### config.mk
export PLATFORM = sky130hd
export DESIGN_NAME = imm_gen_stage
export DESIGN_NICKNAME = d
export VERILOG_FILES = /design/src/rtl/imm_gen_stage.sv
export SDC_FILE = /design/constraint.sdc
export NUM_CORES = 1
export LEC_CHECK = 0
export ABC_AREA = 1
export BUFFER_PORTS_ARGS = -buffer_cell sky130_fd_sc_hd__buf_2
export CAP_MARGIN = 10
export CORE_MARGIN = 2
export CORE_UTILIZATION = 40
export DETAILED_ROUTE_END_ITERATION = 6
export PLACE_DENSITY = 0.65
export RECOVER_POWER = 100
export SLEW_MARGIN = 0
export SYNTH_ARGS = -nofsm -noshare
export SYNTH_HDL_FRONTEND = slang
export SYNTH_SLANG_ARGS = --single-unit
### constraint.sdc
create_clock -name clk -period 4 [get_ports clk]
set_clock_uncertainty 0.1 [all_clocks]
set_input_delay 0.4 -clock clk [delete_from_list [all_inputs] [get_ports clk]]
set_output_delay 0.4 -clock clk [all_outputs]
set_load 0.03 [all_outputs]
### src/rtl/imm_gen_stage.sv
// imm_gen_stage: registered RISC-V immediate generator with 2-entry skid buffer
module imm_gen_stage #(
    parameter int XLEN  = 32,
    parameter int TAG_W = 32
) (
    input  logic             clk,
    input  logic             rst,
    input  logic             in_valid,
    output logic             in_ready,
    input  logic [31:0]      in_instr,
    input  logic [TAG_W-1:0] in_tag,
    output logic             out_valid,
    input  logic             out_ready,
    output logic [XLEN-1:0]  out_imm,
    output logic [2:0]       out_fmt,
    output logic             out_unknown,
    output logic [TAG_W-1:0] out_tag
);
    localparam logic [1:0] EMPTY = 2'd0;
    localparam logic [1:0] ONE   = 2'd1;
    localparam logic [1:0] FULL  = 2'd2;
    logic [1:0]       state;
    logic [2:0]       fmt;
    logic             unknown;
    logic [31:0]      imm32;
    logic [XLEN-1:0]  imm;
    logic             acc;
    logic             pop;
    logic [XLEN-1:0]  head_imm, skid_imm;
    logic [2:0]       head_fmt, skid_fmt;
    logic             head_unk, skid_unk;
    logic [TAG_W-1:0] head_tag, skid_tag;

    // decode opcode into format code and unknown flag
    always_comb begin
        fmt     = 3'd0;
        unknown = 1'b0;
        case (in_instr[6:0])
            7'b0010011, 7'b0000011, 7'b1100111, 7'b0001111, 7'b1110011: fmt = 3'd1;
            7'b0100011: fmt = 3'd2;
            7'b1100011: fmt = 3'd3;
            7'b0110111, 7'b0010111: fmt = 3'd4;
            7'b1101111: fmt = 3'd5;
            7'b0110011: fmt = 3'd0;
            default: unknown = 1'b1;
        endcase
    end

    // assemble the 32-bit sign-extended immediate for the decoded format
    always_comb begin
        imm32 = fmt == 3'd1 ? {{20{in_instr[31]}}, in_instr[31:20]} :
                fmt == 3'd2 ? {{20{in_instr[31]}}, in_instr[31:25], in_instr[11:7]} :
                fmt == 3'd3 ? {{20{in_instr[31]}}, in_instr[7], in_instr[30:25], in_instr[11:8], 1'b0} :
                fmt == 3'd4 ? {in_instr[31:12], 12'b0} :
                fmt == 3'd5 ? {{12{in_instr[31]}}, in_instr[19:12], in_instr[20], in_instr[30:21], 1'b0} :
                32'd0;
    end

    assign imm         = XLEN'($signed(imm32));
    assign in_ready    = (state != FULL) && !rst;
    assign out_valid   = (state != EMPTY);
    assign acc         = in_valid && in_ready;
    assign pop         = out_valid && out_ready;
    assign out_imm     = head_imm;
    assign out_fmt     = head_fmt;
    assign out_unknown = head_unk;
    assign out_tag     = head_tag;

    // head/skid storage and occupancy state; new data goes to head when it is free or being popped
    always_ff @(posedge clk) begin
        if (rst) begin
            state    <= EMPTY;
            head_imm <= '0;
            head_fmt <= '0;
            head_unk <= 1'b0;
            head_tag <= '0;
            skid_imm <= '0;
            skid_fmt <= '0;
            skid_unk <= 1'b0;
            skid_tag <= '0;
        end else begin
            if (acc && (state == EMPTY || pop)) begin
                head_imm <= imm;
                head_fmt <= fmt;
                head_unk <= unknown;
                head_tag <= in_tag;
            end else if (pop && state == FULL) begin
                head_imm <= skid_imm;
                head_fmt <= skid_fmt;
                head_unk <= skid_unk;
                head_tag <= skid_tag;
            end
            if (acc && state == ONE && !pop) begin
                skid_imm <= imm;
                skid_fmt <= fmt;
                skid_unk <= unknown;
                skid_tag <= in_tag;
            end
            state <= (acc && !pop) ? (state == EMPTY ? ONE : FULL) :
                     (!acc && pop) ? (state == FULL ? ONE : EMPTY) : state;
        end
    end
endmodule
==> results of run 1 <==
## layout make-up
class	count	area share, %
tap	216	3.52
inverter	114	5.58
multi-input combinational	643	38.0
clock buffer	18	5.72
timing repair buffer	145	8.51
clock inverter	14	2.69
sequential	138	36.0
## worst reg2reg max path, stage by stage (launching register included)
cell and delay [ns]:
dfxtp_1 0.37, inv_2 0.07, nand2_1 0.14, nand3_1 0.22
nor4_4 0.22, clkbuf_2 1.33, nand3_1 0.17, o211ai_1 0.17
inv_1 0.09
## cells by family after synthesis
group / Yosys count
adders and majority gates: 1
buffers and inverters: 176
DFF: 138
and+or+nand+nor: 485
AOI/OAI and AO/OA: 157
## power by group through the flow
stage / combinational, mW / clock, mW / sequential [mW]
2_1_floorplan: 0.299 / 0 / 1.61
6_report: 0.543 / 1.73 / 1.48
3_5_place_dp: 0.565 / 0 / 1.51
5_1_grt: 0.602 / 1.82 / 1.49
3_3_place_gp: 0.563 / 0 / 1.51
4_1_cts: 0.568 / 1.76 / 1.48
## placed cells by master (no fill, tap or decap), types with 19 or more instances in the layout
cell type  netlist  final
a22oi_1         42     42
dfxtp_1        138    138
a21oi_1         38     38
nand3_1         62     63
a31oi_1         19     19
buf_2           16     67
clkbuf_1        20     70
nor2_1         157    156
inv_1          109    109
nand2_1        254    255
o21ai_0         41     49
## flip-flops by register name, indices dropped and copies added (netlist names)
signal       cells
out_fmt          3
out_imm         32
out_tag         32
out_unknown      1
skid_fmt         3
skid_imm        32
skid_tag        32
skid_unk         1
state            2
## layer usage
metal	track usage (%)	vias up	share of wire, %
li1	-	3228	-
met1	26.0	2765	47
met2	30.7	149	45
met3	5.58	22	6.1
met4	6.70	0	1.4
met5	0	-	0
## synth_stat cells
cell / instances / area share [%]
a31oi_1: 19 / 1.8
a21oi_1: 38 / 2.9
nor2_1: 157 / 9.1
nand2_1: 254 / 15
buf_6: 6 / 1.0
a21oi_4: 1 / 0.25
buf_1: 5 / 0.29
o211ai_1: 3 / 0.35
nor3_1: 2 / 0.16
o31ai_1: 1 / 0.12
inv_1: 109 / 6.3
nand3_2: 1 / 0.16
nor4_4: 1 / 0.33
a22oi_1: 42 / 4.9
buf_4: 15 / 1.7
a211oi_1: 1 / 0.12
nand3_1: 62 / 4.8
clkbuf_1: 20 / 1.2
o21ai_0: 41 / 3.2
nand2_2: 4 / 0.39
buf_2: 16 / 1.2
inv_2: 5 / 0.29
nand3_4: 1 / 0.27
nor2_4: 1 / 0.17
o21ai_1: 11 / 0.85
nor2_2: 2 / 0.19
dfxtp_1: 138 / 43
ha_1: 1 / 0.19
## metrics by stage
step	util, %	cell area [um2]	std cells
global route	48.5	7670	1288
finish	48.5	7670	1288
CTS	49.2	7780	1288
detailed placement	45.1	7130	1256
global placement	45.1	7130	1256
floorplan	-	6460	957
## final timing paths
path                   start           end  slack (ns)  cells after the start
setup / recovery    state[0]   skid_imm[2]        0.99                      8
hold / removal    in_tag[17]  skid_tag[17]        0.11                      3
setup reg to reg    state[0]   skid_imm[2]        0.99                      8
hold reg to reg   out_imm[2]    out_imm[2]        0.37                      2
==> flow_metrics.py, run 1 <==
metrics = {
    "finish": {
        "multi_input_area_um2": 2910,
        "ff_latch_area_um2": 2760,
        "n_fill_cell": 1678,
        "area_delta_synth_final_pct": 18.8,
        "layout.nets": 1128,
        "drive_above_1_share_pct": 11.5,
        "antenna_cells": 0,
    },
    "yosys": {
        "syn_area_um2": 6460,
        "syn_inst": 957,
        "synth_adder_area_share_pct": 0.194,
        "synth_area_per_cell_um2": 6.75,
        "synth_compound_area_share_pct": 14.5,
        "ys_ff_latch": 138,
        "synth_top_family_by_area": "simple AND/OR/NAND/NOR gates",
        "yosysSeqAreaShare_pct": 42.8,
        "synth-simple-area-share_pct": 30.4,
        "synth_xor_area_share_pct": 0,
        "syn_nets": 1026,
        "synthMuxAreaShare_pct": 0,
        "yosys.cell_types.count": 28,
        "yosysWarnings": 0,
    },
    "power_and_ir_drop": {
        "power.density_nw_per_um2": 489,
        "p_switching_mw": 1.09,
        "seq_power_share_pct": 39.5,
        "p_int_mw": 2.66,
        "power_frac_clock_pct": 46.1,
        "combPwrFrac_pct": 14.5,
        "p_sw_share_pct": 29.1,
        "irDropWorstVdd_uv": 305,
        "total_power_mw": 3.75,
        "p_leak_nw": 3.89,
    },
    "grt": {
        "grt_pass1_vias": 5344,
        "gr-total-overflow": 0,
        "gr-usage-all-layers_pct": 19.6,
        "antenna_found_initial": 0,
        "grt_pass1_wl_um": 26600,
        "grt_max_degree": 94,
    },
    "worst_setup_path": {
        "cp_cell_sequence": "inv_2 -> nand2_1 -> nand3_1 -> nor4_4 -> clkbuf_2 -> nand3_1 -> o211ai_1 -> inv_1",
        "cpMostUsedCell": "nand3_1",
        "path_class": "register to register",
        "path_max_fanout": 93,
        "cp_data_required_time_ns": 4.21,
        "path_delay_family": "buffers and inverters",
        "crit_buf_inv": 3,
        "crit_arrival_ns": 3.22,
        "max_stage_delay_ns": 1.33,
        "critPathSlowestCell": "clkbuf_2",
        "end_kind": "register",
        "cp-start-kind": "register",
    },
    "routing": {
        "drc": 0,
        "ant_nets": 0,
        "vias_per_cell": 4.79,
        "routed_wl_um": 16800,
        "wl_per_cell_um": 13.0,
        "first_iter_violations": 409,
        "vias": 6164,
        "dr.pass1.iters": 5,
    },
    "floorplanning": {
        "boundaryPins": 138,
        "start_util_pct": 40.8,
        "fp.dieW_um": 131,
        "row_count": 46,
        "dieHeight_um": 131,
        "fp.dieArea_um2": 17200,
        "fp.coreArea_um2": 15800,
    },
    "run": {
        "drv_cap": 1,
    },
    "cts": {
        "numCtsBuffers": 17,
        "clk_latency_ns": 0.43,
        "clock_sinks": 138,
        "cts_hold_buf": 0,
        "cts_tree": "yes",
        "clockBufferDepth": 2,
        "postCtsSetupBuffers": 0,
        "clk_pin_slew_worst_paths_ns": 0.06,
        "ctsResizeCount": 0,
        "cts_root_buf": "clkbuf_16",
        "cts.htree.levels": 4,
    },
    "sta": {
        "fmax_ghz": 0.333,
        "hold-worst-slack_ns": 0.107,
        "rsz0062_at_grt": "no",
        "finalWorstSetupSlack_ns": 0.993,
        "worst_slew_pin_slew_ns": 1.77,
        "final-hold-violation-count": 0,
        "final.min_clock_period_ns": 3.01,
        "finalCritPeriodShare_pct": 75.2,
        "drv_slew": 94,
        "max_slew_margin_pct": -18.3,
        "tns_ns": 0,
        "setup_viol": 0,
    },
    "placement": {
        "hpwl_um": 10500,
        "place_congestion": 0.845,
        "post-place-ws_ns": 1.32,
        "port_buffers": 137,
    },
    "run_status": {
        "status": "finished with violations",
        "violations": "max-capacitance violations, max-slew violations",
    },
    "min_path": {
        "hold_path.class": "primary input to register",
    },
}
Note: power is estimated with default switching activity, not from simulation.
==> run 2: changes to the inputs <==
--- a/config.mk
+++ b/config.mk
@@ -11,7 +11,7 @@
 export CORE_MARGIN = 2
 export CORE_UTILIZATION = 40
 export DETAILED_ROUTE_END_ITERATION = 6
-export PLACE_DENSITY = 0.65
+export PLACE_DENSITY = 0.67
 export RECOVER_POWER = 100
 export SLEW_MARGIN = 0
 export SYNTH_ARGS = -nofsm -noshare
==> constraint.sdc (replaced) <==
create_clock -name clk -period 2.6 [get_ports clk]
set_clock_uncertainty 0.1 [all_clocks]
set_input_delay 0.26 -clock clk [delete_from_list [all_inputs] [get_ports clk]]
set_output_delay 0.26 -clock clk [all_outputs]
set_load 0.03 [all_outputs]
==> run 2 against run 1 <==
Net effect: the run now ends clean; sequential cell count unchanged; largest power group unchanged; via count is 3.1% higher; utilization increased by 2.1 points.
==> flow_metrics.py, run 2 (synthesized netlist as in run 1, its figures left out) <==
metrics = {
    "cts": {
        "numCtsBuffers": 17,
        "cts.htree.levels": 4,
        "postCtsSetupBuffers": 0,
        "cts_hold_buf": 29,
        "clk_latency_ns": 0.42,
        "cts_root_buf": "clkbuf_16",
        "ctsResizeCount": 0,
        "clockBufferDepth": 2,
        "clk_pin_slew_worst_paths_ns": 0.06,
        "clock_sinks": 138,
        "cts_tree": "yes",
    },
    "finish": {
        "drive_above_1_share_pct": 11.7,
        "mostFrequentLayoutCell": "nand2_1",
        "mostFrequentLayoutCells": "255 x nand2_1, 156 x nor2_1, 138 x dfxtp_1",
        "area_delta_synth_final_pct": 24.1,
        "antenna_cells": 0,
        "layout.nets": 1166,
        "n_fill_cell": 1622,
        "fin_util_pct": 50.6,
    },
    "sta": {
        "finalCritPeriodShare_pct": 82.3,
        "rsz0062_at_grt": "no",
        "max_slew_margin_pct": 48.8,
        "final-hold-violation-count": 0,
        "final.min_clock_period_ns": 2.14,
        "worst_slew_pin_slew_ns": 0.766,
        "drv_slew": 0,
        "fmax_ghz": 0.467,
        "setup_viol": 0,
        "hold-worst-slack_ns": 0.0138,
        "tns_ns": 0,
        "finalWorstSetupSlack_ns": 0.460,
    },
    "routing": {
        "routed_wl_um": 16900,
        "wl_per_cell_um": 12.7,
        "dr.pass1.iters": 5,
        "drc": 0,
        "vias_per_cell": 4.79,
        "first_iter_violations": 379,
        "ant_nets": 0,
        "vias": 6354,
    },
    "placement": {
        "post-place-ws_ns": 0.666,
        "place_congestion": 0.800,
        "hpwl_um": 10700,
        "port_buffers": 137,
    },
    "grt": {
        "gr-usage-all-layers_pct": 20.6,
        "gr-total-overflow": 0,
        "grt_pass1_wl_um": 28100,
        "grt_max_degree": 77,
        "grt_pass1_vias": 5731,
        "antenna_found_initial": 0,
    },
    "run_status": {
        "status": "completed",
    },
    "floorplanning": {
        "fp.coreArea_um2": 15800,
        "dieHeight_um": 131,
        "row_count": 46,
        "fp.dieArea_um2": 17200,
        "start_util_pct": 40.8,
        "boundaryPins": 138,
        "fp.dieW_um": 131,
    },
    "worst_setup_path": {
        "cpMostUsedCell": "a21oi_1",
        "critPathSlowestCell": "dfxtp_1",
        "cp_data_required_time_ns": 2.77,
        "crit_arrival_ns": 2.31,
        "cp_cell_sequence": "inv_1 -> nand2_1 -> nand3_1 -> a21oi_1 -> buf_4 -> nor2_4 -> buf_12 -> a22oi_1 -> a21oi_1",
        "cp-start-kind": "register",
        "max_stage_delay_ns": 0.35,
        "crit_buf_inv": 3,
        "path_class": "register to register",
        "end_kind": "register",
        "path_max_fanout": 48,
        "path_delay_family": "buffers and inverters",
    },
    "power_and_ir_drop": {
        "power_frac_clock_pct": 43.9,
        "p_int_mw": 3.97,
        "irDropWorstVdd_uv": 426,
        "power.density_nw_per_um2": 704,
        "p_switching_mw": 1.67,
        "combPwrFrac_pct": 15.7,
        "p_leak_nw": 4.04,
        "seq_power_share_pct": 40.3,
        "p_sw_share_pct": 29.6,
    },
    "min_path": {
        "hold_path.class": "primary input to register",
    },
    "run": {
        "drv_cap": 0,
    },
}
run 2: cell types whose count changed in the layout (fill, tap and decap cells not counted), sizes merged:
cell	before	now
dlygate4sd3	0	29
buf	73	84
bufinv	4	2
clkinv	4	2
clkinvlp	1	3
clkbuf	90	89
inv	119	120
run 2: cell type report:
type	instances	area [um2]	area share, %
clock buffer	19	453	5.65
sequential	138	2760	34.5
clock inverter	13	155	1.94
timing repair buffer	183	1040	13.0
multi-input combinational	643	2900	36.2
tap	216	270	3.37
inverter	114	428	5.34
run 2: power groups by stage:
| stage | clock, mW | sequential [mW] | combinational (mW) |
|---|---|---|---|
| 4_1_cts | 2.53 | 2.27 | 0.927 |
| 5_1_grt | 2.62 | 2.29 | 0.989 |
| 2_1_floorplan | 0 | 2.47 | 0.460 |
| 6_report | 2.48 | 2.27 | 0.888 |
| 3_3_place_gp | 0 | 2.32 | 0.887 |
| 3_5_place_dp | 0 | 2.32 | 0.891 |
run 2: per-layer routing:
metal	up-vias	GRT usage [%]	part of all wire, %
met1	2850	26.8	45
met4	0	7.76	1.8
met3	23	5.94	6.0
li1	3304	-	-
met5	-	0	0
met2	177	32.7	47
run 2: worst paths after layout:
kind | start | to | slack (ns) | cells after the start
setup / recovery | state[0] | out_imm[10] | 0.46 | 9
hold / removal | in_tag[1] | skid_tag[1] | 0.01 | 3
setup reg to reg | state[0] | out_imm[10] | 0.46 | 9
hold reg to reg | out_imm[3] | out_imm[3] | 0.36 | 2
run 2: worst min-delay path: cells and delay by family:
family	cells	cell delay [ns]
AND/OR/NAND/NOR	2	0.13
buffers and inverters	1	0.10
run 2: per-stage QoR:
| step | area (um2) | power [mW] | cells |
|---|---|---|---|
| finish | 8010 | 5.64 | 1326 |
| global route | 8010 | 5.90 | 1326 |
| CTS | 8130 | 5.73 | 1326 |
| detailed placement | 7230 | 3.21 | 1265 |
| global placement | 7230 | 3.20 | 1265 |
| floorplan | 6460 | 2.93 | 957 |
